`config.mk`:
```
export PLATFORM = sky130hd
export DESIGN_NAME = uart_tx
export DESIGN_NICKNAME = d
export VERILOG_FILES = /design/src/rtl/uart_pkg.sv /design/src/rtl/uart_baud_gen.sv /design/src/rtl/uart_tx.sv
export SDC_FILE = /design/constraint.sdc
export NUM_CORES = 1
export LEC_CHECK = 0
export ABC_AREA = 1
export BUFFER_PORTS_ARGS = -buffer_cell sky130_fd_sc_hd__buf_2
export CORE_MARGIN = 1.5
export CORE_UTILIZATION = 40
export CTS_BUF_LIST = sky130_fd_sc_hd__clkbuf_2
export CTS_CLUSTER_DIAMETER = 100
export DETAILED_ROUTE_END_ITERATION = 8
export PLACE_DENSITY_LB_ADDON = 0.25
export RECOVER_POWER = 25
export SLEW_MARGIN = 20
export SYNTH_ARGS = -nofsm -noshare
export SYNTH_HDL_FRONTEND = slang
export SYNTH_SLANG_ARGS = --single-unit
```
`constraint.sdc`:
```
create_clock -name clk -period 2 [get_ports clk]
set_input_delay 0.1 -clock clk [delete_from_list [all_inputs] [get_ports clk]]
set_output_delay 0.1 -clock clk [all_outputs]
set_load 0.005 [all_outputs]
```
`src/rtl/uart_pkg.sv`:
```
// Shared UART definitions used by both the transmitter and the receiver.
//   uart_state_e : frame-level state encoding
//   PAR_*        : parity-mode selectors for the PARITY parameter
package uart_pkg;

  typedef enum logic [2:0] {
    ST_IDLE   = 3'd0,
    ST_START  = 3'd1,
    ST_DATA   = 3'd2,
    ST_PARITY = 3'd3,
    ST_STOP   = 3'd4
  } uart_state_e;

  localparam int unsigned PAR_NONE = 0;
  localparam int unsigned PAR_EVEN = 1;
  localparam int unsigned PAR_ODD  = 2;

endpackage

```
`src/rtl/uart_baud_gen.sv`:
```
// Bit-period timer shared by the UART transmitter and receiver.
//   clk     : system clock (rising edge)
//   rst_n   : asynchronous active-low reset, clears the counter
//   restart : reload CLKS_PER_BIT-1 (start of a new bit period)
//   tick    : counter is 0, i.e. this is the last cycle of the bit period
module uart_baud_gen #(
  parameter int unsigned CLKS_PER_BIT = 868
) (
  input  logic clk,
  input  logic rst_n,
  input  logic restart,
  output logic tick
);

  localparam int unsigned CNT_W = (CLKS_PER_BIT > 2) ? $clog2(CLKS_PER_BIT) : 1;
  localparam logic [CNT_W-1:0] RELOAD = CNT_W'(CLKS_PER_BIT - 1);

  logic [CNT_W-1:0] cnt_q, cnt_d;

  always_comb begin
    cnt_d = cnt_q;
    if (restart) begin
      cnt_d = RELOAD;
    end else if (cnt_q != '0) begin
      cnt_d = cnt_q - CNT_W'(1);
    end
  end

  always_ff @(posedge clk or negedge rst_n) begin
    if (!rst_n) begin
      cnt_q <= '0;
    end else begin
      cnt_q <= cnt_d;
    end
  end

  assign tick = (cnt_q == '0);

endmodule

```
`src/rtl/uart_tx.sv`:
```
// UART transmitter: start bit, 8 data bits LSB first, optional parity,
// 1 or 2 stop bits. Back-to-back frames are possible by offering the next
// byte during the final cycle of the last stop bit.
//   clk      : system clock (rising edge)
//   rst_n    : asynchronous active-low reset
//   tx_data  : byte to send, sampled on acceptance only
//   tx_valid : tx_data is valid
//   tx_ready : byte can be accepted this cycle
//   tx       : registered serial output, idle level 1
//   tx_busy  : high whenever not IDLE
module uart_tx #(
  parameter int unsigned CLKS_PER_BIT = 868,
  parameter int unsigned PARITY       = 0,
  parameter int unsigned STOP_BITS    = 1
) (
  input  logic       clk,
  input  logic       rst_n,
  input  logic [7:0] tx_data,
  input  logic       tx_valid,
  output logic       tx_ready,
  output logic       tx,
  output logic       tx_busy
);

  import uart_pkg::*;

  uart_state_e state_q, state_d;
  logic [7:0]  shift_q, shift_d;
  logic [2:0]  bit_idx_q, bit_idx_d;
  logic        stop_idx_q, stop_idx_d;
  logic        tx_q, tx_d;
  logic        ready_en_q, ready_en_d;
  logic        restart;
  logic        tick;
  logic        accept;
  logic        last_stop;
  logic        par_bit;
  logic [2:0]  next_idx;

  uart_baud_gen #(
    .CLKS_PER_BIT(CLKS_PER_BIT)
  ) u_baud (
    .clk    (clk),
    .rst_n  (rst_n),
    .restart(restart),
    .tick   (tick)
  );

  assign last_stop = (STOP_BITS == 1) || stop_idx_q;
  assign par_bit   = (PARITY == PAR_ODD) ? ~(^shift_q) : (^shift_q);
  assign next_idx  = bit_idx_q + 3'd1;

  // ready_en_q keeps tx_ready low while in reset and rises on the first
  // clock after release, even though the state is already IDLE.
  assign tx_ready = ready_en_q &&
                    ((state_q == ST_IDLE) ||
                     ((state_q == ST_STOP) && tick && last_stop));
  assign accept   = tx_valid && tx_ready;
  assign tx       = tx_q;
  assign tx_busy  = (state_q != ST_IDLE);

  always_comb begin
    state_d    = state_q;
    shift_d    = shift_q;
    bit_idx_d  = bit_idx_q;
    stop_idx_d = stop_idx_q;
    tx_d       = tx_q;
    ready_en_d = 1'b1;
    restart    = 1'b0;

    case (state_q)
      ST_IDLE: begin
        tx_d = 1'b1;
        if (accept) begin
          state_d = ST_START;
          shift_d = tx_data;
          tx_d    = 1'b0;
          restart = 1'b1;
        end
      end

      ST_START: begin
        if (tick) begin
          state_d   = ST_DATA;
          bit_idx_d = '0;
          tx_d      = shift_q[0];
          restart   = 1'b1;
        end
      end

      ST_DATA: begin
        if (tick) begin
          restart = 1'b1;
          if (bit_idx_q == 3'd7) begin
            bit_idx_d = '0;
            if (PARITY != PAR_NONE) begin
              state_d = ST_PARITY;
              tx_d    = par_bit;
            end else begin
              state_d    = ST_STOP;
              stop_idx_d = 1'b0;
              tx_d       = 1'b1;
            end
          end else begin
            bit_idx_d = next_idx;
            tx_d      = shift_q[next_idx];
          end
        end
      end

      ST_PARITY: begin
        if (tick) begin
          state_d    = ST_STOP;
          stop_idx_d = 1'b0;
          tx_d       = 1'b1;
          restart    = 1'b1;
        end
      end

      ST_STOP: begin
        tx_d = 1'b1;
        if (tick) begin
          if (last_stop) begin
            stop_idx_d = 1'b0;
            if (accept) begin
              state_d = ST_START;
              shift_d = tx_data;
              tx_d    = 1'b0;
              restart = 1'b1;
            end else begin
              state_d = ST_IDLE;
            end
          end else begin
            stop_idx_d = 1'b1;
            restart    = 1'b1;
          end
        end
      end

      default: begin
        state_d = ST_IDLE;
        tx_d    = 1'b1;
      end
    endcase
  end

  always_ff @(posedge clk or negedge rst_n) begin
    if (!rst_n) begin
      state_q    <= ST_IDLE;
      shift_q    <= '0;
      bit_idx_q  <= '0;
      stop_idx_q <= 1'b0;
      tx_q       <= 1'b1;
      ready_en_q <= 1'b0;
    end else begin
      state_q    <= state_d;
      shift_q    <= shift_d;
      bit_idx_q  <= bit_idx_d;
      stop_idx_q <= stop_idx_d;
      tx_q       <= tx_d;
      ready_en_q <= ready_en_d;
    end
  end

endmodule
```
Word-level counts from Yosys, hierarchy flattened
Index checks and enable logic that the tools add are counted.

word-level totals
  register bits after elaboration = 26
  input port bits = 11
  logic and storage cells = 66

cells by class
  multiplexer cells = 30
  add/subtract/negate cells = 2
  magnitude comparators = 1
  equal/unequal tests = 11
  reductions and logical operators = 16

operators with widths
  operator                                                                      number
  3-bit two-way mux                                                             9
  10-bit two-way mux                                                            2
  8-bit two-way mux                                                             2
  8-bit one-hot mux with 2 select lines                                         1
  3-bit one-hot mux with 5 select lines                                         1
  2-bit != test, second input constant                                          6
  1-bit two-way mux                                                             11
  10-bit zero test                                                              1
  10-bit nonzero test                                                           1
  10-bit by 1-bit subtractor with 10-bit output, second input constant          1
  3-bit by 2-bit == test with 1-bit output, second input constant               2
  3-bit == test, second input constant                                          2
  3-bit one-hot mux with 2 select lines                                         1
  3-bit AND reduction                                                           2
  6-bit AND reduction                                                           1
  2-bit nonzero test                                                            3
  1-bit one-hot mux with 5 select lines                                         1
  3-bit by 4-bit less-than comparator with 1-bit output, second input constant  1
  3-bit by 1-bit adder with 3-bit output, second input constant                 1
  1-bit binary-select mux with 3-bit select                                     1
  3-bit by 1-bit == test with 1-bit output, second input constant               1
  1-bit logical AND                                                             3
  3-bit zero test                                                               1
  1-bit one-hot mux with 3 select lines                                         1
  4 further kinds                                                               4

Depth between registers and ports, before layout
  depth in word-level cells = 9
  depth in mapped cells = 12
  depth with buffers taken out = 11

By module
A second synthesis with hierarchy kept.

unflattened totals
  cell total of the unflattened synthesis = 175
  area, all modules = 1,481.4 um2

modules (own cells, without submodules)
  module         cells an instance  area an instance (um2)  instances
  uart_tx        97                 877.1                   1
  uart_baud_gen  78                 604.3                   1

Least setup slack after synthesis
No wires, ideal clock.

  path type = reg2reg
  from = register bit_idx_q[0]
  to = register tx_q, in the netlist tx
  arrival time = 1.416 ns
  setup slack = 0.511 ns
  stages on the path, launching flop included = 11
  cells stage by stage = dfrtp_1 -> ha_1 -> ha_1 -> inv_1 -> nand3_1 -> nand3_1 -> nand3_1 -> nand2_1 -> nand3_1 -> nand2_1 -> inv_1

on the way
  longest elaborated chain between the ends = 6
  elaborated cells between the ends (all ways) = 7

ends and longest elaborated chain
  element                                    line            text
  from (decl)                                uart_tx.sv:29   logic [2:0] bit_idx_q, bit_idx_d;
  from (signal assigned)                     uart_tx.sv:158  bit_idx_q <= bit_idx_d;
  3-bit by 1-bit adder with 3-bit output     uart_tx.sv:51   assign next_idx = bit_idx_q + 3'd1;
  1-bit binary-select mux with 3-bit select  uart_tx.sv:106  tx_d = shift_q[next_idx];
  1-bit two-way mux (not written as such)    uart_tx.sv:106
  1-bit two-way mux (*)                      uart_tx.sv:94   if (bit_idx_q == 3'd7) begin
  1-bit two-way mux (*)                      uart_tx.sv:92   if (tick) begin
  1-bit one-hot mux with 5 select lines (*)  uart_tx.sv:71   case (state_q)
  to (signal assigned)                       uart_tx.sv:160  tx_q <= tx_d;
  to (decl)                                  uart_tx.sv:31   logic tx_q, tx_d;

Mark *: on every way between the ends. The rest lies on a longest branch, timed or not. The select of a mux whose other input is x is not followed.
A chain may end at the register's enable or synchronous reset.

Worst setup path in the final report
  from = register u_baud.cnt_q[0]
  to = output tx_ready

on the way
  longest elaborated chain between the ends = 4

ends and longest elaborated chain
  element                 line                 text
  from (decl)             uart_baud_gen.sv:18  logic [CNT_W-1:0] cnt_q, cnt_d;
  from (signal assigned)  uart_baud_gen.sv:33  cnt_q <= cnt_d;
  10-bit zero test        uart_baud_gen.sv:37  assign tick = (cnt_q == '0);
  1-bit logical AND       uart_tx.sv:57        ((state_q == ST_STOP) && tick && last_stop));
  1-bit logical OR        uart_tx.sv:56        ((state_q == ST_IDLE) ||
  1-bit logical AND       uart_tx.sv:55        assign tx_ready = ready_en_q &&
  to (decl)               uart_tx.sv:20        output logic tx_ready,

Every way passes these cells.

==> flow_summary.yaml <==
status:
  status: "complete, no violations"
placed_design:
  gp_congestion: 0.797
  portBuffers: 13
  hpwl_mm: 2.00
  postPlaceCellArea_sq_um: 1540
final_layout:
  drive_gt1_share_pct: 16.7
  final_area_sq_um: 1670
  syn_to_final_growth_pct: 15.5
  fin_nets: 226
  multi_input_area_sq_um: 687
  fillers: 347
  diodes: 0
  ff_latch_area_sq_um: 652
  postLayoutCoreUtil_pct: 49.2
pwr:
  p_sw_mw: 0.176
  p_int_mw: 0.591
  pwr-share-seq_pct: 69.0
  p_clk_share_pct: 26.0
  combPwrFrac_pct: 5.0
  switching_share_pct: 22.9
  vdd_drop_max_v: 0.000251
  fin_total_pwr_mw: 0.766
  leakage_nw: 0.864
  p_per_area_nw_per_um2: 460
synth:
  synthCells: 186
  avgSynthCellArea_sq_um: 7.76
  synth-seq-cells: 26
  ys_types: 27
  synth_warnings: 0
  ys_seq_area_share_pct: 45.2
  syn_area_sq_um: 1440
  syn_nets: 201
setup_path:
  crit_type: "reg2out"
  r2r-start: "u_baud.cnt_q[0]"
  cp.arrival_ps: 1750
  cp-end-kind: "output port"
  critPathLaunchType: "register"
  required_ps: 1900
  r2r_cells: 11
  reg2reg_slack_ps: 290
  r2r-end: "tx"
  critPathMaxFanout: 12
clock_network:
  cts_htree_levels: 1
  cts_buffer_depth: 2
  clock_latency_ps: 360
  cts_root_buffer: "clkbuf_2"
  clk_pin_slew_ps: 260
  numCtsBuffers: 3
  cts_sinks: 26
  cts_tree: "done"
sta:
  fmax_mhz: 539
  worst_pin_slew_ps: 1340
  slew_headroom_pct: 10.4
  hold_slack_ps: 47.9
  period_share_pct: 92.7
  fin_crit_ps: 1850
  slew_violations: 0
  fin_skew_ps: 26.2
  hold_viol_final: 0
  setup_viol: 0
die:
  die-area_sq_um: 3980
  start_util_pct: 42.6
  die_y_microns: 63.1
  core-area_sq_um: 3390
  die_width_microns: 63.1
  rows: 21
  top_level_ports: 14
global_routing:
  grtUsageTotal_pct: 15.6
  grt_pass1_wl_mm: 4.92
  grt_pass1_vias: 1139
  grt_overflow: 0
  grt_max_degree: 27
  antenna_found_initial: 0
job:
  cap_violations: 0
routing:
  drc: 0
  first_iter_violations: 52
  dr.pass1.iters: 5
  via_count: 1228
  antenna_left: 0
  wirelength_mm: 2.78
  detail_route.wl_per_cell_microns: 10.8
  viasPerCell: 4.80
hold_path:
  hold_path_end: "shift_q[4]"
  hold_depth: 3
  holdCritStartpoint: "tx_valid"
  holdCritPathClass: "in2reg"
logic make-up (layout without fill, tap and decap cells):
family / count (synthesis) / after routing / share of synthesized area (%)
AO/OA/AOI/OAI: 15 / 15 / 6.59
other: 1 / 1 / 0.260
adder cells (fa/ha/maj): 4 / 4 / 3.47
XOR/XNOR: 5 / 5 / 3.04
flip-flops: 26 / 26 / 45.2
buffers and inverters: 27 / 51 / 7.72
AND/OR/NAND/NOR: 108 / 108 / 33.7
layout make-up:
class / instances / area share [%]
inverters: 24 / 5.41
well taps: 46 / 3.45
flip-flops and latches: 26 / 39.1
clock inverters: 1 / 0.225
repair buffers: 23 / 9.68
multi-input cells: 133 / 41.2
clock buffers: 3 / 0.901
placed cells by master (no fill, tap or decap), types with 2 or more instances in the layout:
cell type,netlist,layout
nand3_1,23,23
ha_1,4,4
inv_2,8,8
o21ai_1,9,9
xnor2_1,2,2
buf_2,2,12
dlygate4sd3_1,0,9
nor2_1,15,14
nor2_4,2,2
nor2_2,3,4
inv_1,16,16
dfrtp_1,25,25
nor3_1,4,4
clkbuf_2,0,3
xor2_1,3,3
nand2_1,56,56
power by group through the flow:
stage / Clock, mW / Sequential [mW] / Combinational, mW
floorplan: 0 / 0.537 / 0.00585
finish: 0.200 / 0.529 / 0.0381
global placement: 0 / 0.537 / 0.0253
detailed placement: 0 / 0.537 / 0.0261
CTS: 0.214 / 0.529 / 0.0392
global route: 0.236 / 0.529 / 0.0427
state kept, by name (all words and copies together) (netlist names):
register,cells
u_baud.cnt_q,10
shift_q,8
bit_idx_q,3
state_q,3
ready_en_q,1
tx,1
Yosys cell counts:
library cell | n | area (sq um)
nand3_4 | 1 | 17.5
inv_1 | 16 | 60.1
nand2_2 | 2 | 12.5
nand3_1 | 23 | 115
o22ai_1 | 1 | 6.26
xnor2_1 | 2 | 17.5
nor2_1 | 15 | 56.3
ha_1 | 4 | 50.1
conb_1 | 1 | 3.75
a21boi_4 | 1 | 18.8
dfrtp_1 | 25 | 626
a21oi_1 | 1 | 5.00
o21ai_1 | 9 | 45.0
nand4_1 | 1 | 6.26
inv_2 | 8 | 30.0
buf_6 | 1 | 11.3
buf_2 | 2 | 10.0
a211oi_1 | 1 | 7.51
nor2_2 | 3 | 18.8
nand2_1 | 56 | 210
nor3b_1 | 1 | 7.51
o31ai_1 | 1 | 7.51
o21ai_0 | 1 | 5.00
nor3_1 | 4 | 20.0
nor2_4 | 2 | 22.5
xor2_1 | 3 | 26.3
dfstp_2 | 1 | 26.3
worst max-delay path, stage by stage (launching register included):
cell and delay (ps):
dfrtp_1 450, inv_1 100, ha_1 190, nand2_1 80
nor2_2 130, nand2_4 130, a21boi_4 180, buf_2 130
what timing repair did:
| action | 4_1_cts | 5_1_grt |
|---|---|---|
| pin swaps | 1 | 0 |
| gates resized for setup | 0 | 2 |
| hold endpoints to repair | 33 | 0 |
| cloned | 0 | 0 |
| setup buffers | 1 | 0 |
| endpoints found under the setup margin | 1 | 1 |
| hold buffers | 9 | 0 |
metal layers:
metal | up-vias | wire, microns | global-route usage (%)
li1 | 630 | - | -
met1 | 572 | 1260 | 18.0
met2 | 24 | 1400 | 28.7
met3 | 2 | 102 | 4.29
met4 | 0 | 19 | 3.33
met5 | - | 0 | 0
stage by stage:
| stage | cells | setup WS (ps) | setup TNS (ps) |
|---|---|---|---|
| 2_1_floorplan | 186 | 511 | 0 |
| 3_3_place_gp | 242 | 335 | 0 |
| 3_5_place_dp | 242 | 262 | 0 |
| 4_1_cts | 256 | 64.1 | 0 |
| 5_1_grt | 256 | -1.66 | -1.66 |
| 6_report | 256 | 145 | 0 |
how the worst max path moves through the flow:
stage / slack, ps / end / startpoint / depth (start not counted)
2_1_floorplan: 510 / tx / bit_idx_q[0] / 10
3_3_place_gp: 340 / tx / u_baud.cnt_q[0] / 11
3_5_place_dp: 260 / tx / u_baud.cnt_q[0] / 11
4_1_cts: 60 / tx_ready / u_baud.cnt_q[0] / 7
5_1_grt: -2 / tx_ready / u_baud.cnt_q[0] / 7
6_report: 150 / tx_ready / u_baud.cnt_q[0] / 7
No activity file was read; power rests on OpenSTA's default activity.
